`config.mk`:
```
export PLATFORM = sky130hd
export DESIGN_NAME = systolic_skew_fifo_flat
export DESIGN_NICKNAME = d
export VERILOG_FILES = /design/src/rtl/systolic_skew_fifo_if.sv /design/src/rtl/systolic_skew_fifo.sv /design/src/flat_wrapper.sv
export SDC_FILE = /design/constraint.sdc
export NUM_CORES = 1
export LEC_CHECK = 0
export BUFFER_PORTS_ARGS = -buffer_cell sky130_fd_sc_hd__buf_2
export CAP_MARGIN = 5
export CORE_ASPECT_RATIO = 0.5
export CORE_MARGIN = 2
export CORE_UTILIZATION = 50
export CTS_CLUSTER_SIZE = 12
export DETAILED_ROUTE_END_ITERATION = 16
export GPL_ROUTABILITY_DRIVEN = 0
export PLACE_DENSITY = 0.72
export SLEW_MARGIN = 20
export SYNTH_ARGS = -nofsm -noshare
export SYNTH_HDL_FRONTEND = slang
export SYNTH_SLANG_ARGS = --single-unit
```
`constraint.sdc`:
```
create_clock -name CLK -period 2.89 [get_ports CLK]
set_clock_uncertainty 0.05 [all_clocks]
set_input_delay 0.289 -clock CLK [delete_from_list [all_inputs] [get_ports CLK]]
set_output_delay 0.289 -clock CLK [all_outputs]
set_load 0.01 [all_outputs]
```
`src/rtl/systolic_skew_fifo_if.sv`:
```
// Operand-loader <-> skew FIFO bus. The loader (master) drives row pushes, pops
// and flushes; the FIFO (slave) returns the skewed lanes and its queue status.
interface systolic_skew_fifo_if #(
    parameter int ARRAY_DIM = 4,
    parameter int DATA_W    = 16,
    parameter int DEPTH     = 4
);
    localparam int ROW_W = DATA_W * ARRAY_DIM;
    localparam int CNT_W = $clog2(DEPTH + 1);

    // load and shift are requests sampled on every rising edge; there is no
    // ready return. A request the FIFO cannot honour is dropped and flagged on
    // err during the following cycle, and full/empty/count show the outcome.
    logic                 load;
    logic [ROW_W-1:0]     load_values;
    logic                 shift;
    logic                 clear;
    logic [ROW_W-1:0]     out;
    logic [ARRAY_DIM-1:0] out_valid;
    logic [CNT_W-1:0]     count;
    logic                 full;
    logic                 empty;
    logic                 busy;
    logic                 err;

    modport master (
        output load, load_values, shift, clear,
        input  out, out_valid, count, full, empty, busy, err
    );

    modport slave (
        input  load, load_values, shift, clear,
        output out, out_valid, count, full, empty, busy, err
    );
endinterface

```
`src/rtl/systolic_skew_fifo.sv`:
```
// Row queue for one systolic-array operand edge: buffers whole rows and emits
// each popped row as a diagonal, lane k delayed k cycles behind lane 0.
module systolic_skew_fifo #(
    parameter int ARRAY_DIM = 4,
    parameter int DATA_W    = 16,
    parameter int DEPTH     = 4
) (
    input logic              CLK,
    input logic              nRST,
    systolic_skew_fifo_if.slave bus
);
    localparam int ROW_W = DATA_W * ARRAY_DIM;
    localparam int CNT_W = $clog2(DEPTH + 1);
    localparam int PTR_W = (DEPTH > 1) ? $clog2(DEPTH) : 1;

    logic [ROW_W-1:0]     rows [DEPTH];
    logic [PTR_W-1:0]     wr_ptr;
    logic [PTR_W-1:0]     rd_ptr;
    logic [CNT_W-1:0]     count_q;
    logic                 err_q;
    logic                 full_w;
    logic                 empty_w;
    logic                 pop_ok;
    logic                 push_ok;
    logic                 err_next;
    logic [ROW_W-1:0]     pop_row;
    logic [ROW_W-1:0]     out_w;
    logic [ARRAY_DIM-1:0] valid_w;
    logic [ARRAY_DIM-1:0] lane_busy;

    function automatic logic [PTR_W-1:0] next_ptr(input logic [PTR_W-1:0] p);
        return (p == PTR_W'(DEPTH - 1)) ? '0 : p + PTR_W'(1);
    endfunction

    assign full_w  = (count_q == CNT_W'(DEPTH));
    assign empty_w = (count_q == '0);

    // A pop frees a slot in the same edge, so a full queue still takes a push
    // alongside a pop; an empty queue never forwards the incoming row.
    always_comb begin
        pop_ok   = 1'b0;
        push_ok  = 1'b0;
        err_next = 1'b0;
        if (!bus.clear) begin
            pop_ok   = bus.shift && !empty_w;
            push_ok  = bus.load && (!full_w || pop_ok);
            err_next = (bus.load && !push_ok) || (bus.shift && empty_w);
        end
    end

    always_ff @(posedge CLK or negedge nRST) begin
        if (!nRST) begin
            wr_ptr  <= '0;
            rd_ptr  <= '0;
            count_q <= '0;
            err_q   <= 1'b0;
        end else if (bus.clear) begin
            wr_ptr  <= '0;
            rd_ptr  <= '0;
            count_q <= '0;
            err_q   <= 1'b0;
        end else begin
            err_q <= err_next;
            if (push_ok) wr_ptr <= next_ptr(wr_ptr);
            if (pop_ok)  rd_ptr <= next_ptr(rd_ptr);
            case ({push_ok, pop_ok})
                2'b10:   count_q <= count_q + CNT_W'(1);
                2'b01:   count_q <= count_q - CNT_W'(1);
                default: count_q <= count_q;
            endcase
        end
    end

    // Row storage needs no reset: a slot is only read after it was written.
    always_ff @(posedge CLK) begin
        if (push_ok) rows[wr_ptr] <= bus.load_values;
    end

    assign pop_row = rows[rd_ptr];

    for (genvar k = 0; k < ARRAY_DIM; k++) begin : g_lane
        logic [DATA_W-1:0] stage_data [0:k];
        logic [k:0]        stage_valid;

        always_ff @(posedge CLK or negedge nRST) begin
            if (!nRST) begin
                for (int j = 0; j <= k; j++) stage_data[j] <= '0;
                stage_valid <= '0;
            end else if (bus.clear) begin
                for (int j = 0; j <= k; j++) stage_data[j] <= '0;
                stage_valid <= '0;
            end else begin
                stage_data[0]  <= pop_ok ? pop_row[k*DATA_W +: DATA_W] : '0;
                stage_valid[0] <= pop_ok;
                for (int j = 1; j <= k; j++) begin
                    stage_data[j]  <= stage_data[j-1];
                    stage_valid[j] <= stage_valid[j-1];
                end
            end
        end

        assign out_w[k*DATA_W +: DATA_W] = stage_data[k];
        assign valid_w[k]                = stage_valid[k];
        assign lane_busy[k]              = |stage_valid;
    end

    assign bus.out       = out_w;
    assign bus.out_valid = valid_w;
    assign bus.count     = count_q;
    assign bus.full      = full_w;
    assign bus.empty     = empty_w;
    assign bus.busy      = |lane_busy;
    assign bus.err       = err_q;
endmodule

```
`src/flat_wrapper.sv`:
```
// flat-port wrapper written by rule: the top's interface ports become plain ports
module systolic_skew_fifo_flat 
#(
    parameter int ARRAY_DIM = 4,
    parameter int DATA_W    = 16,
    parameter int DEPTH     = 4
)
  (CLK, nRST, bus_load, bus_load_values, bus_shift, bus_clear, bus_out, bus_out_valid, bus_count, bus_full, bus_empty, bus_busy, bus_err);
  systolic_skew_fifo_if #(.ARRAY_DIM(ARRAY_DIM), .DATA_W(DATA_W), .DEPTH(DEPTH)) bus_i ();
  input logic CLK;
  input logic nRST;
  input wire logic [$bits(bus_i.load)-1:0] bus_load;
  input wire logic [$bits(bus_i.load_values)-1:0] bus_load_values;
  input wire logic [$bits(bus_i.shift)-1:0] bus_shift;
  input wire logic [$bits(bus_i.clear)-1:0] bus_clear;
  output wire logic [$bits(bus_i.out)-1:0] bus_out;
  output wire logic [$bits(bus_i.out_valid)-1:0] bus_out_valid;
  output wire logic [$bits(bus_i.count)-1:0] bus_count;
  output wire logic [$bits(bus_i.full)-1:0] bus_full;
  output wire logic [$bits(bus_i.empty)-1:0] bus_empty;
  output wire logic [$bits(bus_i.busy)-1:0] bus_busy;
  output wire logic [$bits(bus_i.err)-1:0] bus_err;
  assign bus_i.load = bus_load;
  assign bus_i.load_values = bus_load_values;
  assign bus_i.shift = bus_shift;
  assign bus_i.clear = bus_clear;
  assign bus_out = bus_i.out;
  assign bus_out_valid = bus_i.out_valid;
  assign bus_count = bus_i.count;
  assign bus_full = bus_i.full;
  assign bus_empty = bus_i.empty;
  assign bus_busy = bus_i.busy;
  assign bus_err = bus_i.err;
  systolic_skew_fifo #(.ARRAY_DIM(ARRAY_DIM), .DATA_W(DATA_W), .DEPTH(DEPTH)) u_core (.CLK(CLK), .nRST(nRST), .bus(bus_i));
endmodule
```
==> flow_metrics.py, run 1 <==
metrics = {
    "die": {
        "initial_utilization_pct": 50.7,
        "rows": 45,
        "io_pins": 144,
        "die_h_um": 128,
        "die_area_mm2": 0.0321,
        "die_w_um": 252,
        "core_mm2": 0.0302,
    },
    "clock_network": {
        "cts_tree": "built",
        "root_buffer": "clkbuf_16",
        "clockBufferDepth": 3,
        "cts_max_level": 2,
        "cts_buffers": 41,
        "cts.clk_slew.worst_paths_ns": 0.06,
        "post-cts-setup-buffers": 0,
        "clock-sinks": 428,
        "insertion_delay_ns": 0.53,
    },
    "power_and_ir_drop": {
        "ir_worst_vdd_mv": 0.376,
        "power.share.clock_pct": 36.4,
        "seqPwrFrac_pct": 52.9,
        "p_leak_nw": 7.19,
        "comb_power_share_pct": 10.6,
        "swShare_pct": 22.4,
        "power_switching_mw": 2.99,
        "cellPowerDensity_mw_per_mm2": 741,
        "p_int_mw": 10.4,
    },
    "synth": {
        "yosys_warnings": 0,
        "synthesis.nets": 865,
        "syn_inst": 790,
        "synth_ff_type": "edfxtp_1",
        "synth_edf_count": 256,
        "avgSynthCellArea_um2": 19.4,
        "synth_cell_types": 33,
        "yosysSeqAreaShare_pct": 78.3,
        "async_flop_share_pct": 40.2,
        "synth-seq-cells": 428,
        "syn-cell-area_mm2": 0.0153,
    },
    "drt": {
        "drc_errors": 0,
        "vias_per_cell": 4.99,
        "routed_wl_um": 26600,
        "drt_iter0_markers": 471,
        "num_vias": 6979,
        "ant_nets": 0,
        "firstDrtPassIters": 5,
        "wl_per_cell_um": 19.0,
    },
    "finish": {
        "final_common_cell": "edfxtp_1",
        "syn_to_final_growth_pct": 17.7,
        "diodes": 0,
        "finalNonFillerCells": 1400,
        "drive_gt1_share_pct": 27.5,
        "final_cell_mix": "edfxtp_1 (256), dfrtp_1 (170), buf_2 (141)",
        "layout.nets": 1045,
    },
    "sta": {
        "hold_viol": 0,
        "fmax_mhz": 408,
        "relSlewSlack_pct": 31.0,
        "min_period_over_period_pct": 84.9,
        "final_max_slew_viol_count": 0,
        "finalSetupTns_ns": 0,
        "worstMarginPinSlew_ns": 1.03,
        "min_period_ns": 2.45,
        "finalSetupViolCount": 0,
        "rsz0062_at_grt": "no",
    },
    "setup_path": {
        "cp-start-kind": "register",
        "r2r-start": "u_core.bus.count[0]$_DFFE_PN0P_",
        "cp.required_ns": 3.29,
        "rr_endpoint": "u_core.bus.count[2]$_DFFE_PN0P_",
        "worstPathMaxFanout": 9,
        "max_stage_delay_ns": 0.51,
        "worstSetupEndpointType": "register",
        "r2r_cells": 6,
        "path_cells": "or3_4 -> nand2_1 -> nor3_1 -> fa_1 -> or4_1 -> a31oi_1",
        "setup.worst_path.class": "register to register",
        "r2r_setup_slack_ns": 0.44,
        "slowest_stage": "or4_1",
        "worstPathArrival_ns": 2.85,
    },
    "global_route": {
        "track_usage_pct": 17.0,
        "antenna_found_initial": 0,
        "grt_max_degree": 76,
        "grt_pass1_vias": 7408,
        "grt_pass1_wl_um": 41400,
        "grt_overflow": 0,
    },
    "placed_design": {
        "place_inst": 1260,
        "numPortBuffers": 143,
        "post-dp-hpwl_um": 14300,
    },
    "min_path": {
        "hold_path_depth": 3,
        "hold_end": "u_core.rd_ptr[1]$_DFFE_PN0P_",
        "min_from": "bus_shift",
        "hp-class": "input pin to register",
    },
    "outcome": {
        "status": "completed",
    },
    "job": {
        "max_cap_viol_count": 0,
    },
}
[flip-flops by register name, indices dropped and copies added (netlist names)]
register                   flops
u_core.rd_ptr                  2
u_core.g_lane.stage_valid      4
u_core.g_lane.stage_data     112
u_core.bus.out                48
u_core.wr_ptr                  2
u_core.rows                  256
u_core.bus.err                 1
u_core.bus.count               3
[cells by family (layout without fill, tap and decap cells)]
logic type               count (synthesis)  count (layout)  share of synthesized area [%]
AO/OA/AOI/OAI                           10              10                          0.474
AND/OR/NAND/NOR                        192             192                           7.65
flip-flops                             428             428                           78.3
adder cells (fa/ha/maj)                  6               6                          0.539
multiplexers                            67              67                           9.62
buffers and inverters                   87             298                           3.44
[cells in the mapped netlist (2+ instances only)]
master	n	area, µm²
a21oi_1	4	20.0
ha_1	5	62.6
and2_1	68	425
edfxtp_1	256	7690
nand2_1	6	22.5
buf_4	50	375
dfrtp_1	172	4300
buf_2	8	40.0
nor3_1	2	10.0
clkbuf_1	22	82.6
buf_1	2	7.51
nor2b_1	100	626
nor2_1	8	30.0
inv_1	3	11.3
or4_1	2	15.0
mux4_2	64	1440
or3_1	2	12.5
[layout make-up]
class | instances | area (µm²)
fill | 2101 | 12200
sequential | 428 | 12000
multi-input combinational | 275 | 2820
timing repair buffer | 220 | 1500
clock buffer | 72 | 1180
tap | 399 | 499
inverter | 4 | 16.3
clock inverter | 2 | 13.8
[per-stage QoR]
step	hold slack [ns]	util (%)	total power, mW	setup WS [ns]	cell area, µm²
6_report	0.0503	59.6	13.4	0.438	18000
5_1_grt	0.0859	59.6	13.9	0.293	18000
4_1_cts	0.0224	59.6	13.5	0.429	18000
3_5_place_dp	0.318	53.5	8.56	0.440	16200
3_3_place_gp	0.319	53.5	8.51	0.529	16200
2_1_floorplan	-0.0566	-	8.08	0.0529	15300
[timing repair]
item,in CTS,in global routing
hold endpoints to repair,330,0
hold buffers,66,0
resized for setup,0,0
[metal layers]
layer | part of all wire [%] | global-route usage, % | up-vias | wire length (µm)
met4 | 1.3 | 4.87 | 0 | 356
met2 | 53 | 29.9 | 153 | 14100
met5 | 0 | 0 | - | 0
met1 | 41 | 21.7 | 3612 | 11000
li1 | - | - | 3181 | -
met3 | 4.5 | 3.45 | 33 | 1190
[how the worst max path moves through the flow]
stage | from | cells past startpoint | slack [ns] | end
after floorplan | u_core.bus.count[2]$_DFFE_PN0P_ | 4 | 0.05 | u_core.rows[0][0]$_DFFE_PP_
after global placement | u_core.bus.count[0]$_DFFE_PN0P_ | 6 | 0.53 | u_core.bus.count[2]$_DFFE_PN0P_
after detailed placement | u_core.bus.count[0]$_DFFE_PN0P_ | 6 | 0.44 | u_core.bus.count[2]$_DFFE_PN0P_
after CTS | u_core.bus.count[0]$_DFFE_PN0P_ | 6 | 0.43 | u_core.bus.count[2]$_DFFE_PN0P_
after global routing | u_core.bus.count[0]$_DFFE_PN0P_ | 6 | 0.29 | u_core.bus.count[2]$_DFFE_PN0P_
final | u_core.bus.count[0]$_DFFE_PN0P_ | 6 | 0.44 | u_core.bus.count[2]$_DFFE_PN0P_
[power groups by stage]
| stage | registers, mW | logic (mW) | clock network (mW) |
|---|---|---|---|
| after floorplan | 7.07 | 1.02 | 0 |
| after global placement | 7.18 | 1.33 | 0 |
| after detailed placement | 7.20 | 1.36 | 0 |
| after CTS | 7.08 | 1.45 | 4.97 |
| after global routing | 7.11 | 1.54 | 5.25 |
| final | 7.07 | 1.42 | 4.87 |
[worst max-delay path: cells and delay by family (launching register included)]
family,cells,cell delay [ns]
adders and majority gates,1,0.40
and+or+nand+nor,4,1.23
DFF,1,0.49
AOI/OAI and AO/OA,1,0.19
Power figures use the tool's default switching activity.
==> run 2: changes to the inputs <==
--- a/config.mk
+++ b/config.mk
@@ -5,6 +5,7 @@
 export SDC_FILE = /design/constraint.sdc
 export NUM_CORES = 1
 export LEC_CHECK = 0
+export ABC_AREA = 1
 export BUFFER_PORTS_ARGS = -buffer_cell sky130_fd_sc_hd__buf_2
 export CAP_MARGIN = 5
 export CORE_ASPECT_RATIO = 0.5
@@ -13,7 +14,7 @@
 export CTS_CLUSTER_SIZE = 12
 export DETAILED_ROUTE_END_ITERATION = 16
 export GPL_ROUTABILITY_DRIVEN = 0
-export PLACE_DENSITY = 0.72
+export PLACE_DENSITY = 0.69
 export SLEW_MARGIN = 20
 export SYNTH_ARGS = -nofsm -noshare
 export SYNTH_HDL_FRONTEND = slang
==> constraint.sdc (replaced) <==
create_clock -name CLK -period 2.5 [get_ports CLK]
set_clock_uncertainty 0.05 [all_clocks]
set_input_delay 0.25 -clock CLK [delete_from_list [all_inputs] [get_ports CLK]]
set_output_delay 0.25 -clock CLK [all_outputs]
set_load 0.01 [all_outputs]
==> run 2 against run 1 <==
Synthesized cell count rose by 58%. Sequential share of layout area fell by 1.3 points. Core utilization rose by 0.50 points. Cell count rose by 33%. Wire length rose by 13%. Global-route usage rose by 1.8 points. Total power rose by 22%. Sequential cell count did not move. Critical path type unchanged.
==> flow_metrics.py, run 2 <==
metrics = {
    "drt": {
        "vias_per_cell": 4.90,
        "drc_errors": 0,
        "firstDrtPassIters": 5,
        "drt_iter0_markers": 696,
        "ant_nets": 0,
        "num_vias": 9121,
        "routed_wl_um": 30100,
        "wl_per_cell_um": 16.2,
    },
    "power_and_ir_drop": {
        "ir_worst_vdd_mv": 0.500,
        "p_total_mw": 16.3,
        "comb_power_share_pct": 15.9,
        "p_int_mw": 12.0,
        "p_leak_nw": 7.56,
        "power.share.clock_pct": 33.5,
        "cellPowerDensity_mw_per_mm2": 886,
        "swShare_pct": 26.4,
        "seqPwrFrac_pct": 50.6,
        "power_switching_mw": 4.30,
    },
    "synth": {
        "synth_mux_area_share_pct": 0,
        "yosys_warnings": 0,
        "synth-adder-area-share_pct": 0.526,
        "synth_largest_area_cell": "edfxtp_1",
        "async_flop_share_pct": 40.2,
        "syn-cell-area_mm2": 0.0157,
        "synth_edf_count": 256,
        "syn_inst": 1247,
        "yosys-top-cells-area": "edfxtp_1 (49%), dfrtp_1 (27%), nor2_1 (8.7%)",
        "netlist_top_cells_count": "nor2_1 (363), edfxtp_1 (256), dfrtp_1 (172)",
        "synthesis.nets": 1322,
        "synth_compound_area_share_pct": 6.32,
        "synth-xor-area-share_pct": 0.112,
        "yosysSeqAreaShare_pct": 76.4,
        "avgSynthCellArea_um2": 12.6,
        "synth-seq-cells": 428,
        "synthSimpleGateAreaFrac_pct": 9.44,
        "netlist.area_leader.share_pct": 49.0,
        "synth_ff_type": "edfxtp_1",
        "synth_top_family_by_area": "simple AND/OR/NAND/NOR gates",
        "synth_cell_types": 24,
        "synth_most_common_cell": "nor2_1",
    },
    "placed_design": {
        "numPortBuffers": 143,
        "place_inst": 1723,
        "place_ws_ns": 0.469,
        "post-dp-hpwl_um": 16500,
    },
    "sta": {
        "finalSetupTns_ns": 0,
        "finalSetupViolCount": 0,
        "fmax_mhz": 485,
        "final_max_slew_viol_count": 0,
        "worstMarginPinSlew_ns": 0.720,
        "fin_ws_ns": 0.439,
        "hold_viol": 0,
        "min_period_over_period_pct": 82.4,
        "relSlewSlack_pct": 52.0,
        "rsz0062_at_grt": "no",
        "min_period_ns": 2.06,
    },
    "clock_network": {
        "root_buffer": "clkbuf_16",
        "cts.clk_slew.worst_paths_ns": 0.06,
        "cts_buffers": 41,
        "post-cts-setup-buffers": 0,
        "cts_tree": "built",
        "ctsResizeCount": 0,
        "clockBufferDepth": 3,
        "insertion_delay_ns": 0.53,
        "cts_max_level": 2,
        "clock-sinks": 428,
    },
    "finish": {
        "largest_register_ffs": 256,
        "final_common_cell": "nor2_1",
        "final_cell_mix": "nor2_1 (359), edfxtp_1 (256), dfrtp_1 (170)",
        "top_register": "u_core.rows",
        "final_core_util_pct": 60.1,
        "layout.nets": 1485,
        "finalNonFillerCells": 1863,
        "drive_gt1_share_pct": 14.9,
        "syn_to_final_growth_pct": 17.2,
    },
    "setup_path": {
        "worstPathArrival_ns": 2.18,
        "worstSetupEndpointType": "register",
        "startpoint": "u_core.bus.count[0]$_DFFE_PN0P_",
        "setup.worst_path.class": "register to register",
        "worstPathMaxFanout": 64,
        "cp-start-kind": "register",
        "r2r-start": "u_core.bus.count[0]$_DFFE_PN0P_",
        "cp.required_ns": 2.62,
    },
    "die": {
        "die_h_um": 129,
        "die_w_um": 255,
        "rows": 45,
        "die_area_mm2": 0.0329,
        "io_pins": 144,
        "initial_utilization_pct": 51.3,
        "core_mm2": 0.0306,
    },
    "global_route": {
        "grt_pass1_wl_um": 47900,
        "grt_pass1_vias": 9324,
        "antenna_found_initial": 1,
        "grt_overflow": 0,
        "grt_max_degree": 131,
        "track_usage_pct": 18.8,
    },
    "min_path": {
        "min_from": "bus_shift",
        "hp-class": "input pin to register",
    },
    "outcome": {
        "status": "completed",
    },
    "job": {
        "max_cap_viol_count": 0,
    },
}
==> run 2: changes by cell type in the layout (fill, tap and decap cells not counted), moves of 61 or more <==
cell	before	now
nor2b_1	100	0
and2_1	64	0
nor2_1	7	359
inv_1	3	111
mux4_2	64	0
a21oi_1	4	65
o21ai_0	1	109
==> run 2: what timing repair did <==
item,in CTS,in global routing
hold buffers,67,0
endpoints found under the hold margin,318,0
setup endpoints to repair,0,0
==> run 2: cells by family (layout without fill, tap and decap cells) <==
| family | after synthesis | after routing |
|---|---|---|
| flip-flops | 428 | 428 |
| AND/OR/NAND/NOR | 390 | 390 |
| buffers and inverters | 223 | 415 |
| AO/OA/AOI/OAI | 198 | 198 |
| adder cells (fa/ha/maj) | 6 | 6 |
| XOR/XNOR | 2 | 2 |
| other | 0 | 1 |
==> run 2: power by group through the flow <==
stage	logic (mW)	clock network [mW]	registers [mW]
CTS	2.61	5.59	8.23
detailed placement	2.51	0	8.37
floorplan	1.74	0	8.37
global placement	2.42	0	8.35
global route	2.92	5.87	8.27
finish	2.59	5.45	8.23
==> run 2: final timing paths <==
kind	slack, ns	endpoint	cells past startpoint
worst max-delay path	0.44	u_core.rows[0][12]$_DFFE_PP_	5
worst min-delay path	0.15	u_core.rd_ptr[0]$_DFFE_PN0P_	4
worst max register to register	0.44	u_core.rows[0][12]$_DFFE_PP_	5
worst min register to register	0.40	u_core.g_lane[2].stage_data[16]$_DFF_PN0_	2
max in group asynchronous	1.34	u_core.g_lane[3].stage_data[53]$_DFF_PN0_	3
min in group asynchronous	0.25	u_core.g_lane[0].stage_data[7]$_DFF_PN0_	2
==> run 2: per-stage QoR <==
step           cell area (µm²)  hold WS [ns]
6_report                 18400         0.146
5_1_grt                  18400         0.179
4_1_cts                  18400         0.107
3_5_place_dp             16600         0.245
3_3_place_gp             16600         0.234
2_1_floorplan            15700       -0.0956
==> run 2: cell type report <==
| cell class | count | area (µm²) |
|---|---|---|
| Multi-Input combinational cell | 596 | 2620 |
| Antenna cell | 1 | 2.50 |
| Clock buffer | 72 | 1150 |
| Inverter | 114 | 430 |
| Fill cell | 2289 | 12200 |
| Tap cell | 423 | 529 |
| Sequential cell | 428 | 12000 |
| Timing Repair Buffer | 229 | 1650 |
==> run 2: critical path, cell delays in order, from the launching register on <==
cell and delay [ns]:
dfrtp_1 0.44, nor2_1 0.10, nand3_1 0.10, nand3_1 0.35, nor2_4 0.24, buf_12 0.35
==> run 2: metal layers <==
| metal | GRT usage (%) | share of wire, % | vias to the layer above |
|---|---|---|---|
| met5 | 0 | 0 | - |
| met4 | 7.30 | 2.7 | 0 |
| met3 | 3.78 | 5.6 | 67 |
| met2 | 32.8 | 50 | 228 |
| met1 | 23.5 | 42 | 4452 |
| li1 | - | - | 4374 |
